### src/rtl/uart_pkg.sv
// uart_pkg: shared UART receive-buffer constants and capture-state type
package uart_pkg;
    localparam int RX_BUF_DEPTH = 16;
    typedef enum logic [1:0] {IDLE, ACK, WAIT_LOW} rx_buf_state_t;
endpackage

### src/rtl/rx_fifo_mem.sv
// rx_fifo_mem: DEPTH x 8 storage, synchronous write, asynchronous read
module rx_fifo_mem #(
    parameter int DEPTH = 16,
    parameter int AW = $clog2(DEPTH)
) (
    input  logic          clk,
    input  logic          we,
    input  logic [AW-1:0] waddr,
    input  logic [7:0]    din,
    input  logic [AW-1:0] raddr,
    output logic [7:0]    dout
);
    logic [7:0] mem [DEPTH];
    always_ff @(posedge clk)
        if (we) mem[waddr] <= din;
    assign dout = mem[raddr];
endmodule

### src/rtl/rx_buffer.sv
// rx_buffer: captures UART receiver bytes via an rda/rx_read_en handshake into a
// first-word fall-through FIFO with sticky overrun on drop
module rx_buffer
    import uart_pkg::*;
#(
    parameter int DEPTH = RX_BUF_DEPTH
) (
    input  logic                     clk,
    input  logic                     rst_n,
    input  logic                     rda,
    input  logic [7:0]               rx_byte,
    output logic                     rx_read_en,
    input  logic                     pop,
    output logic [7:0]               dout,
    output logic                     empty,
    output logic                     full,
    output logic [$clog2(DEPTH):0]   count,
    output logic                     overrun,
    input  logic                     clr_overrun
);
    localparam int AW = $clog2(DEPTH);
    rx_buf_state_t state;
    logic [AW-1:0] wr_ptr, rd_ptr;
    logic capture, push, take;
    assign capture = state == IDLE && rda;
    assign take = pop && !empty;
    // a full FIFO still accepts the byte when the head leaves in the same cycle
    assign push = capture && (!full || pop);
    assign empty = count == '0;
    assign full = count == (AW+1)'(DEPTH);
    always_ff @(posedge clk or negedge rst_n) begin
        if (!rst_n) begin
            state <= IDLE;
            rx_read_en <= 1'b0;
        end else begin
            state <= capture ? ACK :
                     state == ACK ? WAIT_LOW :
                     (state == WAIT_LOW && !rda) ? IDLE : state;
            rx_read_en <= capture;
        end
    end
    always_ff @(posedge clk or negedge rst_n) begin
        if (!rst_n) begin
            wr_ptr <= '0;
            rd_ptr <= '0;
            count <= '0;
            overrun <= 1'b0;
        end else begin
            wr_ptr <= wr_ptr + AW'(push);
            rd_ptr <= rd_ptr + AW'(take);
            count <= count + (AW+1)'(push) - (AW+1)'(take);
            overrun <= (capture && full && !pop) ? 1'b1 : clr_overrun ? 1'b0 : overrun;
        end
    end
    rx_fifo_mem #(.DEPTH(DEPTH), .AW(AW)) u_mem (
        .clk(clk),
        .we(push),
        .waddr(wr_ptr),
        .din(rx_byte),
        .raddr(rd_ptr),
        .dout(dout)
    );
endmodule
### config.mk
export PLATFORM = sky130hd
export DESIGN_NAME = rx_buffer
export DESIGN_NICKNAME = d
export VERILOG_FILES = /design/src/rtl/uart_pkg.sv /design/src/rtl/rx_fifo_mem.sv /design/src/rtl/rx_buffer.sv
export SDC_FILE = /design/constraint.sdc
export NUM_CORES = 1
export LEC_CHECK = 0
export CAP_MARGIN = 25
export CORE_MARGIN = 2
export CORE_UTILIZATION = 60
export CTS_CLUSTER_SIZE = 12
export DETAILED_ROUTE_END_ITERATION = 7
export PLACE_DENSITY = 0.8
export SLEW_MARGIN = 20
export SYNTH_ARGS = -nofsm -noshare
export SYNTH_HDL_FRONTEND = slang
export SYNTH_SLANG_ARGS = --single-unit
### constraint.sdc
create_clock -name clk -period 4.73 [get_ports clk]
set_clock_uncertainty 0.05 [all_clocks]
set_input_delay 0.946 -clock clk [delete_from_list [all_inputs] [get_ports clk]]
set_output_delay 0.946 -clock clk [all_outputs]
set_load 0.01 [all_outputs]
==> reports/metrics.csv <==
stage,metric,value,unit
finish,syn_to_final_growth,18.7,%
synthesis,yosys.area.top_type,edfxtp_1,
finish,num-nets-final,367,
sta,setup_tns,0,ns
worst_setup_path,cp-end-kind,output port,
power,p_total,4.16,mW
worst_setup_path,start_kind,register,
floorplan,fp.dieH,102,µm
placement,io_buffers,29,
synthesis,synth.most_common_cell,edfxtp_1,
worst_setup_path,rr_startpoint,state[1]$_DFFE_PN0P_,
worst_setup_path,crit_chain,buf_4 > mux4_2 > a22oi_1 > nand2_1 > clkdlybuf4s50_1,
detailed_routing,drtAntennaViolNets,0,
worst_setup_path,path_class,register to output port,
clocking,cts_hold_buf,0,
synthesis,synth_seq_cells,145,
detailed_routing,drt_iter0_drc,267,
detailed_routing,wl_per_cell,23.0,µm
clocking,htree_levels,4,
synthesis,synthCells,290,
floorplan,start_util,0.622,
global_routing,overflow,0,
synthesis,synth_common_cells,"128 x edfxtp_1, 18 x mux4_2, 17 x dfrtp_1",
clocking,numCtsBuffers,17,
clocking,cts_root_buf,clkbuf_8,
floorplan,fp-row-count,35,
global_routing,grt_pass1_vias,3027,
worst_setup_path,slowest_stage,mux4_2,
sta,slew_headroom,0.462,
placement,hpwlAfterDp,6820,µm
sta,slew_viol_final,0,
sta,fmax,258,MHz
clocking,insertion_delay,0.51,ns
sta,setup_viol,0,
synthesis,synth_top_area_share,0.662,
synthesis,synth_nets,314,
worst_setup_path,r2r-end,count[4]$_DFF_PN0_,
detailed_routing,vias,2894,
synthesis,syn_area_per_cell,20.0,µm²
worst_setup_path,slowest_delay,0.60,ns
global_routing,antenna_found_initial,0,
min_path,whs_endpoint,state[1]$_DFFE_PN0P_,
synthesis,synth_area,0.00581,mm²
min_path,hold_depth,1,
floorplan,io_pins,30,
worst_setup_path,critical_path_buf_inv_count,2,
global_routing,grt.total_usage,0.239,
finish,num_antenna_cells,0,
synthesis,yosys_warnings,0,
placement,pre_cts_ws,1.00,ns
synthesis,yosysSeqAreaShare,0.735,
worst_setup_path,cp.required,3.73,ns
clocking,cts.clk_slew.worst_paths,0.06,ns
worst_setup_path,reg2regPathDepth,11,
worst_setup_path,ff2ff_setup_slack,2.01,ns
worst_setup_path,cp.arrival,2.88,ns
global_routing,grt_pass1_wl,17100,µm
clocking,cts_setup_buffers,0,
synthesis,synth_edf_count,128,
worst_setup_path,critPathTopFamily,buffers and inverters,
clocking,cts_resized,0,
sta,worstMarginPinSlew,0.805,ns
sta,setup_slack,0.850,ns
synthesis,synthTopCellsByArea,"edfxtp_1 66%, dfrtp_1 7.3%, mux4_2 7.0%",
floorplan,core_area,0.00933,mm²
status,status,"finished, final reports clean",
synthesis,yosys.cell_types.count,33,
finish,drive_gt1_frac,0.205,
detailed_routing,dr.pass1.iters,4,
placement,gp_congestion,0.822,
clocking,cts_tree,done,
detailed_routing,vias_per_cell,5.97,
sta,rsz0062_at_grt,no,
floorplan,dieWidth,102,µm
detailed_routing,drt_wl_total,11200,µm
min_path,hp-class,register to register,
power,power_density,603,mW/mm²
finish,fillers,530,
clocking,cts_num_sinks,145,
global_routing,grt_max_degree,34,
sta,layout_min_cycle_time,3.88,ns
clocking,cts_buffer_depth,2,
power,p_leak,2.41,nW
worst_setup_path,cp_max_fo,33,
power,vdd_ir_drop_max,0.000492,V
flow_run,drv_cap,0,
sta,finalHoldViolations,0,
finish,final_util,0.739,
min_path,hold_start,state[0]$_DFFE_PN0P_,
synthesis,synth_flop_cell,edfxtp_1,
sta,timing.final.crit_share,0.820,
synthesis,postSynth.asyncResetShare,0.117,
detailed_routing,drc_errors,0,
floorplan,die_area,0.0105,mm²
[worst reg2reg max path, delay by kind of cell (launching register included)]
kind	cells	cell delay, ns
flip-flops	1	0.41
adder cells (fa/ha/maj)	3	0.92
AND/OR/NAND/NOR	2	0.73
buffers and inverters	3	0.19
XOR/XNOR	1	0.13
AO/OA/AOI/OAI	2	0.22
[state kept, by name (all words and copies together) (netlist names)]
name	flops
wr_ptr	4
rd_ptr	4
count	5
rx_read_en	1
u_mem.mem	128
overrun	1
state	2
[through the flow]
step | area, µm² | std cells | hold slack (ns)
2_1_floorplan | 5810 | 290 | 0.401
3_3_place_gp | 6320 | 453 | 0.414
3_5_place_dp | 6320 | 453 | 0.442
4_1_cts | 6890 | 485 | 0.452
5_1_grt | 6890 | 485 | 0.472
6_report | 6890 | 485 | 0.458
[cell type report]
class | count | area [µm²] | area share
Inverter | 11 | 41.3 | 0.00599
Tap cell | 129 | 161 | 0.0234
Clock buffer | 18 | 418 | 0.0606
Clock inverter | 14 | 156 | 0.0227
Multi-Input combinational cell | 120 | 1410 | 0.205
Timing Repair Buffer | 48 | 433 | 0.0628
Sequential cell | 145 | 4270 | 0.620
[metal layers]
| layer | up-vias | GRT usage | part of all wire | wire length (µm) |
|---|---|---|---|---|
| met5 | - | 0 | 0 | 0 |
| met4 | 0 | 0.0759 | 0.014 | 153 |
| met3 | 11 | 0.0663 | 0.065 | 726 |
| met2 | 105 | 0.397 | 0.52 | 5850 |
| met1 | 1481 | 0.313 | 0.40 | 4440 |
| li1 | 1297 | - | - | - |
[cell usage in the layout (no fill, tap or decap), types with 9 or more instances in the layout]
cell type	synthesis	routed
edfxtp_1	128	128
inv_1	11	11
clkbuf_16	0	16
mux4_1	14	14
mux4_2	18	18
a22oi_1	16	16
nand2_1	13	13
buf_4	1	19
clkdlybuf4s50_1	0	29
dfrtp_1	17	16
nor3_1	9	9
ha_1	10	10
[how the worst max path moves through the flow]
stage,from,to,slack [ns],cells past startpoint
final,rd_ptr[0]$_DFF_PN0_,dout[0],0.85,5
after global routing,rd_ptr[0]$_DFF_PN0_,dout[2],0.69,5
after CTS,rd_ptr[0]$_DFF_PN0_,dout[0],0.77,5
after detailed placement,rda,count[4]$_DFF_PN0_,1.00,12
after global placement,rda,count[4]$_DFF_PN0_,1.13,12
after floorplan,rda,count[4]$_DFF_PN0_,1.74,12
[cells by family after synthesis]
kind of cell / count (synthesis) / share of synthesized area
adders and majority gates: 11 / 0.0250
AOI/OAI and AO/OA: 22 / 0.0274
muxes: 32 / 0.133
and+or+nand+nor: 47 / 0.0422
buffers and inverters: 25 / 0.0248
xor gates and xnor gates: 8 / 0.0121
DFF: 145 / 0.735
[power by group]
group	leakage, nW	switching [mW]	internal (mW)	total (mW)
clock network	0.269	0.523	0.757	1.28
logic	0.783	0.606	0.614	1.22
registers	1.36	0.127	1.53	1.65
Note: power is estimated with default switching activity, not from simulation.
